==> src/rtl/dma_pkg.sv <==
// Shared definitions for the DMA device-side bridge.
// Holds the bridge state encoding, the transfer direction constants and the
// default address/data widths used by the bridge, its interface and its FIFO.
package dma_pkg;

    // Direction as seen by the DMA controller.
    localparam logic RD_MEM = 1'b1;   // memory -> peripheral
    localparam logic WR_MEM = 1'b0;   // peripheral -> memory

    localparam int DEF_ADD_LEN  = 16;
    localparam int DEF_DATA_LEN = 16;

    typedef enum logic [2:0] {
        S_IDLE,
        S_REQ,
        S_WR_XFER,
        S_RD_XFER,
        S_DRAIN,
        S_DONE
    } bridge_state_t;

endpackage

==> src/rtl/dma_dev_bridge_if.sv <==
// Bridge <-> DMA controller link.
//   rqst/rd_wr            : one-cycle request pulse and transfer direction
//   start_addr/num_words  : latched command fields
//   dev_ack/dev_in        : bridge word offer (write) or slot offer (read)
//   dma_ack/dev_out       : controller word handshake and read data
//   end_flag              : controller finished the transfer
// master = bridge side, slave = controller side.
interface dma_dev_bridge_if
    import dma_pkg::*;
#(
    parameter int ADD_LEN  = DEF_ADD_LEN,
    parameter int DATA_LEN = DEF_DATA_LEN
);
    logic                rqst;
    logic                rd_wr;
    logic [ADD_LEN:0]    start_addr;
    logic [ADD_LEN-1:0]  num_words;
    logic                dev_ack;
    logic [DATA_LEN-1:0] dev_in;
    logic                dma_ack;
    logic [DATA_LEN-1:0] dev_out;
    logic                end_flag;

    modport master (
        output rqst, rd_wr, start_addr, num_words, dev_ack, dev_in,
        input  dma_ack, dev_out, end_flag
    );

    modport slave (
        input  rqst, rd_wr, start_addr, num_words, dev_ack, dev_in,
        output dma_ack, dev_out, end_flag
    );
endinterface

==> src/rtl/dma_bridge_fifo.sv <==
// Small synchronous FIFO buffering words between the DMA controller and the
// peripheral stream.
//   clk, reset      : clock, asynchronous active-low reset (clears storage)
//   clear           : synchronous flush of pointers and count
//   push/wdata      : write port; a push while full is accepted only with a pop
//   pop/rdata       : read port; rdata is the head word (show-ahead)
//   count/full/empty: occupancy
module dma_bridge_fifo #(
    parameter int WIDTH = 16,
    parameter int DEPTH = 4
) (
    input  logic                     clk,
    input  logic                     reset,
    input  logic                     clear,
    input  logic                     push,
    input  logic [WIDTH-1:0]         wdata,
    input  logic                     pop,
    output logic [WIDTH-1:0]         rdata,
    output logic [$clog2(DEPTH):0]   count,
    output logic                     full,
    output logic                     empty
);
    localparam int AW = $clog2(DEPTH);
    localparam logic [AW:0] FULL_CNT = (AW+1)'(DEPTH);

    logic [WIDTH-1:0] mem [DEPTH];
    logic [AW-1:0]    wr_ptr;
    logic [AW-1:0]    rd_ptr;
    logic [AW:0]      cnt;
    logic             do_push;
    logic             do_pop;

    assign do_pop  = pop && (cnt != '0);
    assign do_push = push && ((cnt != FULL_CNT) || do_pop);

    assign rdata = mem[rd_ptr];
    assign count = cnt;
    assign full  = (cnt == FULL_CNT);
    assign empty = (cnt == '0);

    always_ff @(posedge clk or negedge reset) begin
        if (!reset) begin
            mem    <= '{default: '0};
            wr_ptr <= '0;
            rd_ptr <= '0;
            cnt    <= '0;
        end else if (clear) begin
            wr_ptr <= '0;
            rd_ptr <= '0;
            cnt    <= '0;
        end else begin
            if (do_push) begin
                mem[wr_ptr] <= wdata;
                wr_ptr      <= wr_ptr + 1'b1;
            end
            if (do_pop) begin
                rd_ptr <= rd_ptr + 1'b1;
            end
            case ({do_push, do_pop})
                2'b10:   cnt <= cnt + 1'b1;
                2'b01:   cnt <= cnt - 1'b1;
                default: ;
            endcase
        end
    end
endmodule

==> src/rtl/dma_dev_bridge.sv <==
// Device-side bridge in front of the DMA controller.
// Accepts one transfer command, issues the request, then streams words
// between the peripheral ports and the controller's dev_ack/dma_ack handshake
// through a small FIFO that covers the controller's one-cycle ack latency.
//   clk, reset               : clock, asynchronous active-low reset
//   cmd_*                    : command (valid/ready, direction, byte address, word count)
//   s_in_*                   : peripheral -> bridge stream (write direction)
//   m_out_*                  : bridge -> peripheral stream (read direction)
//   ctl                      : DMA controller link (master side)
//   busy, done, err, short   : status (done/err are one-cycle pulses)
module dma_dev_bridge
    import dma_pkg::*;
#(
    parameter int ADD_LEN   = DEF_ADD_LEN,
    parameter int DATA_LEN  = DEF_DATA_LEN,
    parameter int BUF_DEPTH = 4
) (
    input  logic                clk,
    input  logic                reset,
    input  logic                cmd_valid,
    output logic                cmd_ready,
    input  logic                cmd_rd_wr,
    input  logic [ADD_LEN:0]    cmd_addr,
    input  logic [ADD_LEN-1:0]  cmd_len,
    input  logic                s_in_valid,
    output logic                s_in_ready,
    input  logic [DATA_LEN-1:0] s_in_data,
    output logic                m_out_valid,
    input  logic                m_out_ready,
    output logic [DATA_LEN-1:0] m_out_data,
    dma_dev_bridge_if.master    ctl,
    output logic                busy,
    output logic                done,
    output logic                err,
    output logic                short
);
    localparam int CW = $clog2(BUF_DEPTH) + 1;

    bridge_state_t state, state_next;

    logic [ADD_LEN:0]    addr_q;
    logic [ADD_LEN-1:0]  len_q;
    logic                dir_q;
    logic [ADD_LEN-1:0]  in_cnt;
    logic [ADD_LEN-1:0]  xfer_cnt;
    logic                ovf_q;
    logic                short_q;
    logic                err_q;

    logic                rqst;
    logic                dev_ack;
    logic                clear;
    logic                push;
    logic                pop;
    logic                word_ok;
    logic                overflow;
    logic [DATA_LEN-1:0] push_data;
    logic [DATA_LEN-1:0] head;
    logic [CW-1:0]       buf_cnt;
    logic                buf_full;
    logic                buf_empty;

    dma_bridge_fifo #(
        .WIDTH (DATA_LEN),
        .DEPTH (BUF_DEPTH)
    ) u_fifo (
        .clk   (clk),
        .reset (reset),
        .clear (clear),
        .push  (push),
        .wdata (push_data),
        .pop   (pop),
        .rdata (head),
        .count (buf_cnt),
        .full  (buf_full),
        .empty (buf_empty)
    );

    always_comb begin
        state_next  = state;
        cmd_ready   = 1'b0;
        rqst        = 1'b0;
        dev_ack     = 1'b0;
        s_in_ready  = 1'b0;
        m_out_valid = 1'b0;
        clear       = 1'b0;
        push        = 1'b0;
        pop         = 1'b0;
        word_ok     = 1'b0;
        overflow    = 1'b0;
        push_data   = s_in_data;

        case (state)
            S_IDLE: begin
                cmd_ready = 1'b1;
                if (cmd_valid && !cmd_addr[0]) begin
                    clear      = 1'b1;
                    state_next = S_REQ;
                end
            end
            S_REQ: begin
                rqst       = 1'b1;
                state_next = (dir_q == WR_MEM) ? S_WR_XFER : S_RD_XFER;
            end
            S_WR_XFER: begin
                s_in_ready = !buf_full && (in_cnt < len_q);
                push       = s_in_valid && s_in_ready;
                // A word already claimed by this cycle's dma_ack cannot be offered again.
                dev_ack    = (int'(buf_cnt) - int'(ctl.dma_ack)) >= 1;
                pop        = ctl.dma_ack && !buf_empty;
                word_ok    = pop;
                overflow   = ctl.dma_ack && buf_empty;
                if (ctl.end_flag) state_next = S_DONE;
            end
            S_RD_XFER: begin
                m_out_valid = !buf_empty;
                pop         = m_out_valid && m_out_ready;
                push_data   = ctl.dev_out;
                overflow    = ctl.dma_ack && buf_full && !pop;
                push        = ctl.dma_ack && !overflow;
                word_ok     = push;
                // Offer a slot only if one is still free after this cycle's
                // arrival and departure, since the answering word lands next cycle.
                dev_ack     = (int'(buf_cnt) + int'(ctl.dma_ack) - int'(pop)) < BUF_DEPTH;
                if (ctl.end_flag) state_next = S_DRAIN;
            end
            S_DRAIN: begin
                m_out_valid = !buf_empty;
                pop         = m_out_valid && m_out_ready;
                if (buf_empty) state_next = S_DONE;
            end
            S_DONE: begin
                state_next = S_IDLE;
            end
            default: state_next = S_IDLE;
        endcase
    end

    always_ff @(posedge clk or negedge reset) begin
        if (!reset) begin
            state    <= S_IDLE;
            addr_q   <= '0;
            len_q    <= '0;
            dir_q    <= 1'b0;
            in_cnt   <= '0;
            xfer_cnt <= '0;
            ovf_q    <= 1'b0;
            short_q  <= 1'b0;
            err_q    <= 1'b0;
        end else begin
            state <= state_next;
            err_q <= (state == S_IDLE) && cmd_valid && cmd_addr[0];
            if (clear) begin
                addr_q   <= cmd_addr;
                len_q    <= cmd_len;
                dir_q    <= cmd_rd_wr;
                in_cnt   <= '0;
                xfer_cnt <= '0;
                ovf_q    <= 1'b0;
                short_q  <= 1'b0;
            end else begin
                if ((state == S_WR_XFER) && push) in_cnt <= in_cnt + 1'b1;
                if (word_ok) xfer_cnt <= xfer_cnt + 1'b1;
                if (overflow) ovf_q <= 1'b1;
                if (state == S_DONE) short_q <= ovf_q || (xfer_cnt != len_q);
            end
        end
    end

    assign ctl.rqst       = rqst;
    assign ctl.rd_wr      = dir_q;
    assign ctl.start_addr = addr_q;
    assign ctl.num_words  = len_q;
    assign ctl.dev_ack    = dev_ack;
    assign ctl.dev_in     = head;
    assign m_out_data     = head;

    assign busy  = (state != S_IDLE);
    assign done  = (state == S_DONE);
    assign err   = err_q;
    assign short = short_q;
endmodule

==> src/flat_wrapper.sv <==
// flat-port wrapper written by rule: the top's interface ports become plain ports
module dma_dev_bridge_flat import dma_pkg::*;
#(
    parameter int ADD_LEN   = DEF_ADD_LEN,
    parameter int DATA_LEN  = DEF_DATA_LEN,
    parameter int BUF_DEPTH = 4
)
  (clk, reset, cmd_valid, cmd_ready, cmd_rd_wr, cmd_addr, cmd_len, s_in_valid, s_in_ready, s_in_data, m_out_valid, m_out_ready, m_out_data, busy, done, err, short, ctl_rqst, ctl_rd_wr, ctl_start_addr, ctl_num_words, ctl_dev_ack, ctl_dev_in, ctl_dma_ack, ctl_dev_out, ctl_end_flag);
  dma_dev_bridge_if #(.ADD_LEN(ADD_LEN), .DATA_LEN(DATA_LEN)) ctl_i ();
  input  logic clk;
  input  logic reset;
  input  logic cmd_valid;
  output logic cmd_ready;
  input  logic cmd_rd_wr;
  input  logic [ADD_LEN:0] cmd_addr;
  input  logic [ADD_LEN-1:0] cmd_len;
  input  logic s_in_valid;
  output logic s_in_ready;
  input  logic [DATA_LEN-1:0] s_in_data;
  output logic m_out_valid;
  input  logic m_out_ready;
  output logic [DATA_LEN-1:0] m_out_data;
  output logic busy;
  output logic done;
  output logic err;
  output logic short;
  output wire logic [$bits(ctl_i.rqst)-1:0] ctl_rqst;
  output wire logic [$bits(ctl_i.rd_wr)-1:0] ctl_rd_wr;
  output wire logic [$bits(ctl_i.start_addr)-1:0] ctl_start_addr;
  output wire logic [$bits(ctl_i.num_words)-1:0] ctl_num_words;
  output wire logic [$bits(ctl_i.dev_ack)-1:0] ctl_dev_ack;
  output wire logic [$bits(ctl_i.dev_in)-1:0] ctl_dev_in;
  input wire logic [$bits(ctl_i.dma_ack)-1:0] ctl_dma_ack;
  input wire logic [$bits(ctl_i.dev_out)-1:0] ctl_dev_out;
  input wire logic [$bits(ctl_i.end_flag)-1:0] ctl_end_flag;
  assign ctl_rqst = ctl_i.rqst;
  assign ctl_rd_wr = ctl_i.rd_wr;
  assign ctl_start_addr = ctl_i.start_addr;
  assign ctl_num_words = ctl_i.num_words;
  assign ctl_dev_ack = ctl_i.dev_ack;
  assign ctl_dev_in = ctl_i.dev_in;
  assign ctl_i.dma_ack = ctl_dma_ack;
  assign ctl_i.dev_out = ctl_dev_out;
  assign ctl_i.end_flag = ctl_end_flag;
  dma_dev_bridge #(.ADD_LEN(ADD_LEN), .DATA_LEN(DATA_LEN), .BUF_DEPTH(BUF_DEPTH)) u_core (.clk(clk), .reset(reset), .cmd_valid(cmd_valid), .cmd_ready(cmd_ready), .cmd_rd_wr(cmd_rd_wr), .cmd_addr(cmd_addr), .cmd_len(cmd_len), .s_in_valid(s_in_valid), .s_in_ready(s_in_ready), .s_in_data(s_in_data), .m_out_valid(m_out_valid), .m_out_ready(m_out_ready), .m_out_data(m_out_data), .ctl(ctl_i), .busy(busy), .done(done), .err(err), .short(short));
endmodule
==> config.mk <==
export PLATFORM = sky130hd
export DESIGN_NAME = dma_dev_bridge_flat
export DESIGN_NICKNAME = d
export VERILOG_FILES = /design/src/rtl/dma_pkg.sv /design/src/rtl/dma_dev_bridge_if.sv /design/src/rtl/dma_bridge_fifo.sv /design/src/rtl/dma_dev_bridge.sv /design/src/flat_wrapper.sv
export SDC_FILE = /design/constraint.sdc
export NUM_CORES = 1
export LEC_CHECK = 0
export CAP_MARGIN = 20
export CORE_ASPECT_RATIO = 0.6
export CORE_MARGIN = 8
export CORE_UTILIZATION = 38
export CTS_BUF_LIST = sky130_fd_sc_hd__clkbuf_4
export DETAILED_ROUTE_END_ITERATION = 12
export GPL_TIMING_DRIVEN = 1
export PLACE_DENSITY = 0.7
export SETUP_SLACK_MARGIN = 0.5
export SYNTH_ARGS = -nofsm -noshare
export SYNTH_HDL_FRONTEND = slang
export SYNTH_SLANG_ARGS = --single-unit
==> constraint.sdc <==
create_clock -name clk -period 3.2 [get_ports clk]
set_input_delay 0.64 -clock clk [delete_from_list [all_inputs] [get_ports clk]]
set_output_delay 0.64 -clock clk [all_outputs]
set_load 0.005 [all_outputs]
==> flow_metrics.tcl, run 1 <==
set metrics [dict create \
    status "finished clean" \
    tightestPinTransition_ns 0.733 \
    r2r_slack_ns 0.33 \
    layout.nets 1035 \
    synth-adder-area-share 0.0463 \
    yosys.area.top_type_share 0.463 \
    yosysTopAreaCell "dfrtp_1" \
    crit_type "reg2out" \
    preCtsSetupSlack_ns -0.274 \
    cp_slowest_stage_delay_ns 0.47 \
    initial_utilization 0.387 \
    path_common_cell "ha_4" \
    die-width_um 200 \
    drv_slew 0 \
    fillers 1692 \
    wl_per_cell_um 18.2 \
    synth_area_sq_um 7720 \
    die_area_sq_um 25300 \
    synth_compound_area_frac 0.0721 \
    ys_warn_count 0 \
    crit_family "adder cells" \
    synth_seq_cells 143 \
    placed_area_sq_um 9530 \
    core_area_sq_um 20000 \
    grt_setup_unrepaired "true" \
    routed_via_density 5.13 \
    numPortBuffers 147 \
    dpl.hpwl_mm 15.1 \
    num_vias 6263 \
    drt_wl_total_mm 22.2 \
    first_iter_violations 434 \
    io_pins 148 \
    timing.fmax_ghz 0.336 \
    syn-num-nets 841 \
    synthCells 740 \
    power_density_nw_per_um2 840 \
    cts_buffer_depth 2 \
    synth_cell_types 54 \
    tns_ns 0 \
    first_pass_iters 7 \
    layout-drive-gt1-share 0.230 \
    synth_top_cells_by_area "dfrtp_1, nand2_1, mux2_1" \
    setup_viol 0 \
    grt_overflow 0 \
    insertion_delay_ns 0.59 \
    h-tree-depth 4 \
    cts_hold_buf 0 \
    synth_flop_cell "dfrtp_1" \
    multi_input_area_sq_um 4060 \
    synth_top_family_by_area "simple AND/OR/NAND/NOR gates" \
    seqCellArea_sq_um 3590 \
    min_path_type "in2async" \
    rows 40 \
    crit_chain "ha_4, ha_4, nor4_4, ha_1, a21oi_2, o21ai_1, buf_2" \
    antenna_found_initial 1 \
    synthMuxAreaShare 0.159 \
    power_leakage_nw 5.14 \
    critPathArrivalTime_ns 2.34 \
    cts_tree "yes" \
    grt_pass1_wl_mm 33.4 \
    synth-edff-count 0 \
    syn_to_final_growth_pct 38.8 \
    cp.required_ns 2.56 \
    worst_path_max_delay_cell "dfrtp_2" \
    async_flop_share 1.00 \
    syn-mean-instance-area_sq_um 10.4 \
    clk_pin_slew_ns 0.14 \
    period_needed_ns 2.98 \
    layout_worst_path_cycle_share 0.931 \
    die_h_um 126 \
    drc 0 \
    cp-start-kind "flip-flop" \
    gp_congestion 0.831 \
    end_kind "output pin" \
    synth-simple-area-share 0.173 \
    relSlewSlack 0.511 \
    utilization 0.537 \
    peakVddDrop_mv 0.295 \
    grt_pass1_vias 6071 \
    worst_slack_ns 0.222 \
    numClockSinks 143 \
    ys_seq_area_frac 0.463 \
    root_buffer "clkbuf_4" \
    hold_viol_final 0 \
    design_area_sq_um 10700 \
    synth_xor_area_frac 0.0317 \
    worst-path-buf-inv 1 \
    drv_cap 0 \
    grt_max_degree 77 \
    fin_hold_ws_ns 0.0606 \
    grt_util_all_layers 0.167 \
    cts_buffers 17 \
    ant_nets 0 \
    fin_skew_ns 0.0206 \
    cp_max_fo 3 \
]
cell usage after synthesis (3+ instances only):
master,n
nor4_1,3
mux2_2,24
a32oi_2,4
clkbuf_1,19
o21ai_0,28
or4_1,8
or3_1,5
xor2_1,6
buf_2,8
and4_1,4
nor2_1,25
o31ai_1,11
mux4_2,16
and3b_1,4
mux2i_1,15
nand2_1,154
buf_6,5
nor3_1,10
nand4_1,20
xnor2_1,22
nand3_1,17
inv_1,26
mux2_1,40
buf_4,18
o211ai_1,5
buf_1,4
ha_1,27
dfrtp_1,143
a21oi_1,22
a211oi_1,4
and2_1,4
and3_1,6
nand2b_1,11
power by group:
part	switching (W)	internal, W	total (W)
sequential	0.000481	0.00250	0.00298
clock	0.000788	0.000331	0.00112
combinational	0.00211	0.00279	0.00490
flip-flops by register name, summed over array words and instances (netlist names):
name	cells
u_core.xfer_cnt	16
u_core.u_fifo.wr_ptr	2
u_core.in_cnt	16
u_core.u_fifo.mem	64
u_core.state	3
u_core.ovf_q	1
u_core.u_fifo.rd_ptr	2
u_core.ctl.start_addr	17
u_core.ctl.num_words	16
u_core.short	1
u_core.err	1
u_core.ctl.rd_wr	1
u_core.u_fifo.count	3
routing by layer:
metal,global-route usage,routed length [um],up-vias
met5,0,0,-
met4,0.0483,270,0
li1,-,-,2978
met1,0.238,10900,3111
met2,0.246,9780,156
met3,0.0438,1260,18
final timing paths:
path	start	endpoint	cells after the start
max in group asynchronous	reset	u_core.short	2
worst max-delay path	u_core.u_fifo.count[0]	ctl_dev_ack	7
worst min register to register	u_core.ctl.start_addr[13]	u_core.ctl.start_addr[13]	2
worst max register to register	u_core.ctl.num_words[9]	u_core.u_fifo.count[2]	14
worst min-delay path	reset	u_core.u_fifo.mem[58]	1
min in group clk	u_core.ctl.start_addr[13]	u_core.ctl.start_addr[13]	2
area by class of cell:
class,count,area share
clock inverters,15,0.0118
flip-flops and latches,143,0.335
multi-input cells,516,0.379
inverters,26,0.00910
well taps,273,0.0319
repair buffers,230,0.221
clock buffers,17,0.0119
diodes,1,0.000233
through the flow:
stage	total power (W)	std cells
floorplan	0.00536	740
global route	0.00961	1221
finish	0.00900	1221
detailed placement	0.00725	1132
CTS	0.00882	1197
global placement	0.00715	1132
cells by family (layout without fill, tap and decap cells):
logic type | Yosys count | in the layout
adders and majority gates | 28 | 28
DFF | 143 | 143
AOI/OAI and AO/OA | 83 | 83
muxes | 95 | 95
other | 0 | 1
xor gates and xnor gates | 28 | 28
and+or+nand+nor | 282 | 282
buffers and inverters | 81 | 288
timing repair:
item                                   in CTS  in global routing
gates resized for setup                    53                 68
gates cloned                                0                  5
setup endpoints to repair                 105                102
pin swaps                                  16                 20
buffers inserted                           33                 18
endpoints found under the hold margin       0                  0
cells in the final DEF (no fill, tap or decap), types with 21 or more instances in the layout:
| cell | instances |
|---|---|
| mux2_1 | 34 |
| mux2_2 | 22 |
| o21ai_0 | 24 |
| nor2_1 | 22 |
| xnor2_1 | 22 |
| a21oi_1 | 21 |
| dlymetal6s2s_1 | 33 |
| nand2_1 | 154 |
| clkdlybuf4s50_1 | 110 |
| dfrtp_1 | 133 |
| buf_4 | 63 |
(Power assumes the default switching activity.)
==> run 2, diff against run 1 <==
Settings changed: CORE_MARGIN 8 to 2.
==> run 2 against run 1 <==
First-iteration DRC count up 22%. Hold slack lost 0.030 ns. Utilization is 2.0 points lower. Register-to-register slack is essentially flat. Global-route usage up 3.1 points. Setup slack better by 0.027 ns. Highest routed layer unchanged.
==> flow_metrics.tcl, run 2 (synthesized netlist as in run 1, its figures left out) <==
set metrics [dict create \
    status "finished clean" \
    peakVddDrop_mv 0.332 \
    initial_utilization 0.387 \
    end_kind "output pin" \
    crit_family "buffers and inverters" \
    critPathArrivalTime_ns 2.31 \
    final_common_cell "nand2_1" \
    largest_reg_flops 64 \
    dpl.hpwl_mm 14.3 \
    routed_via_density 5.09 \
    grt_max_degree 65 \
    cts_buffers 17 \
    cp_max_fo 4 \
    h-tree-depth 4 \
    clk_pin_slew_ns 0.12 \
    root_buffer "clkbuf_4" \
    layout-drive-gt1-share 0.248 \
    min_path_type "in2async" \
    rows 40 \
    power_density_nw_per_um2 859 \
    die_h_um 114 \
    period_needed_ns 2.95 \
    diodes 0 \
    crit_chain "dlygate4sd2_1, buf_4, ha_4, nand2_2, nor4_4, ha_1, a21oi_1, o21ai_0, buf_2" \
    startpoint "ctl_dma_ack" \
    fin_skew_ns 0.0290 \
    layout.nets 1034 \
    core_area_sq_um 20000 \
    first_iter_violations 530 \
    setup_viol 0 \
    r2r_cells 14 \
    largest-register "u_core.u_fifo.mem" \
    grt_pass1_vias 6247 \
    numPortBuffers 147 \
    crit_type "in2out" \
    layout_worst_path_cycle_share 0.922 \
    wl_per_cell_um 17.2 \
    antenna_found_initial 0 \
    placed_area_sq_um 9520 \
    r2r_slack_ns 0.34 \
    die_area_sq_um 21500 \
    relSlewSlack 0.580 \
    drv_cap 0 \
    die-width_um 188 \
    ant_nets 0 \
    worst_path_max_delay_cell "ha_1" \
    hold_viol_final 0 \
    first_pass_iters 5 \
    gp_congestion 0.814 \
    r2r_start "u_core.ctl.num_words[2]" \
    insertion_delay_ns 0.58 \
    numClockSinks 143 \
    cts_buffer_depth 2 \
    drc 0 \
    io_pins 148 \
    design_area_sq_um 10300 \
    cp_slowest_stage_delay_ns 0.28 \
    timing.fmax_ghz 0.339 \
    cp-start-kind "input pin" \
    r2r_end "u_core.u_fifo.count[2]" \
    drv_slew 0 \
    tightestPinTransition_ns 0.631 \
    fin_hold_ws_ns 0.0307 \
    power_leakage_nw 4.72 \
    final_cell_mix "nand2_1, dfrtp_1, clkdlybuf4s50_1" \
    cts_tree "yes" \
    cp.required_ns 2.56 \
    grt_util_all_layers 0.198 \
    grt_pass1_wl_mm 33.3 \
    grt_setup_unrepaired "true" \
    num_vias 6205 \
    drt_wl_total_mm 21.0 \
    grt_overflow 0 \
    worst-path-buf-inv 3 \
    cts_hold_buf 0 \
    syn_to_final_growth_pct 33.5 \
]
## run 2: cell count changes in the layout (fill, tap and decap cells not counted), sizes merged
| cell | change |
|---|---|
| clkinvlp | -1 |
| dlygate4sd2 | +1 |
| bufinv | +3 |
| diode | -1 |
| inv | -8 |
| dlymetal6s2s | -32 |
| buf | +5 |
| clkbuf | +24 |
| clkdlybuf4s15 | +3 |
| clkinv | +5 |
| clkdlybuf4s50 | -1 |
## run 2: metrics by stage
| stage | std cells | setup slack (ns) | util | setup TNS [ns] | total power, W |
|---|---|---|---|---|---|
| 5_1_grt | 1219 | 0.137 | 0.516 | 0 | 0.00947 |
| 2_1_floorplan | 740 | 0.506 | - | 0 | 0.00536 |
| 6_report | 1219 | 0.248 | 0.516 | 0 | 0.00886 |
| 4_1_cts | 1203 | 0.241 | 0.512 | 0 | 0.00871 |
| 3_5_place_dp | 1136 | -0.350 | 0.477 | -0.350 | 0.00720 |
| 3_3_place_gp | 1136 | -0.271 | 0.477 | -0.271 | 0.00709 |
## run 2: worst max path at each step
stage          cells past startpoint  slack (ns)                endpoint
2_1_floorplan                     12        0.51  u_core.u_fifo.count[2]
3_3_place_gp                       8       -0.27             ctl_dev_ack
3_5_place_dp                       8       -0.35             ctl_dev_ack
4_1_cts                            6        0.24              s_in_ready
5_1_grt                            8        0.14             ctl_dev_ack
6_report                           9        0.25             ctl_dev_ack
## run 2: report_power, final
group          internal [W]  switching [W]  total [W]
sequential          0.00250       0.000503    0.00300
combinational       0.00254        0.00205    0.00459
clock              0.000548       0.000716    0.00126
total               0.00559        0.00327    0.00886
## run 2: layer usage
layer,GRT usage,wire length [um],vias up
li1,-,-,2958
met1,0.283,10500,3088
met2,0.306,9420,143
met3,0.0395,833,16
met4,0.0593,191,0
met5,0,0,-
## run 2: area by class of cell
cell class | instances | area [sq um]
fillers | 1769 | 9660
multi-input cells | 516 | 3930
inverters | 26 | 97.6
flip-flops and latches | 143 | 3590
repair buffers | 229 | 2050
clock buffers | 18 | 135
well taps | 273 | 342
clock inverters | 14 | 166
## run 2: what timing repair did
item | CTS | global route
pin swaps | 13 | 7
setup endpoints to repair | 104 | 102
cloned | 2 | 1
resized for setup | 83 | 81
setup buffers | 33 | 15
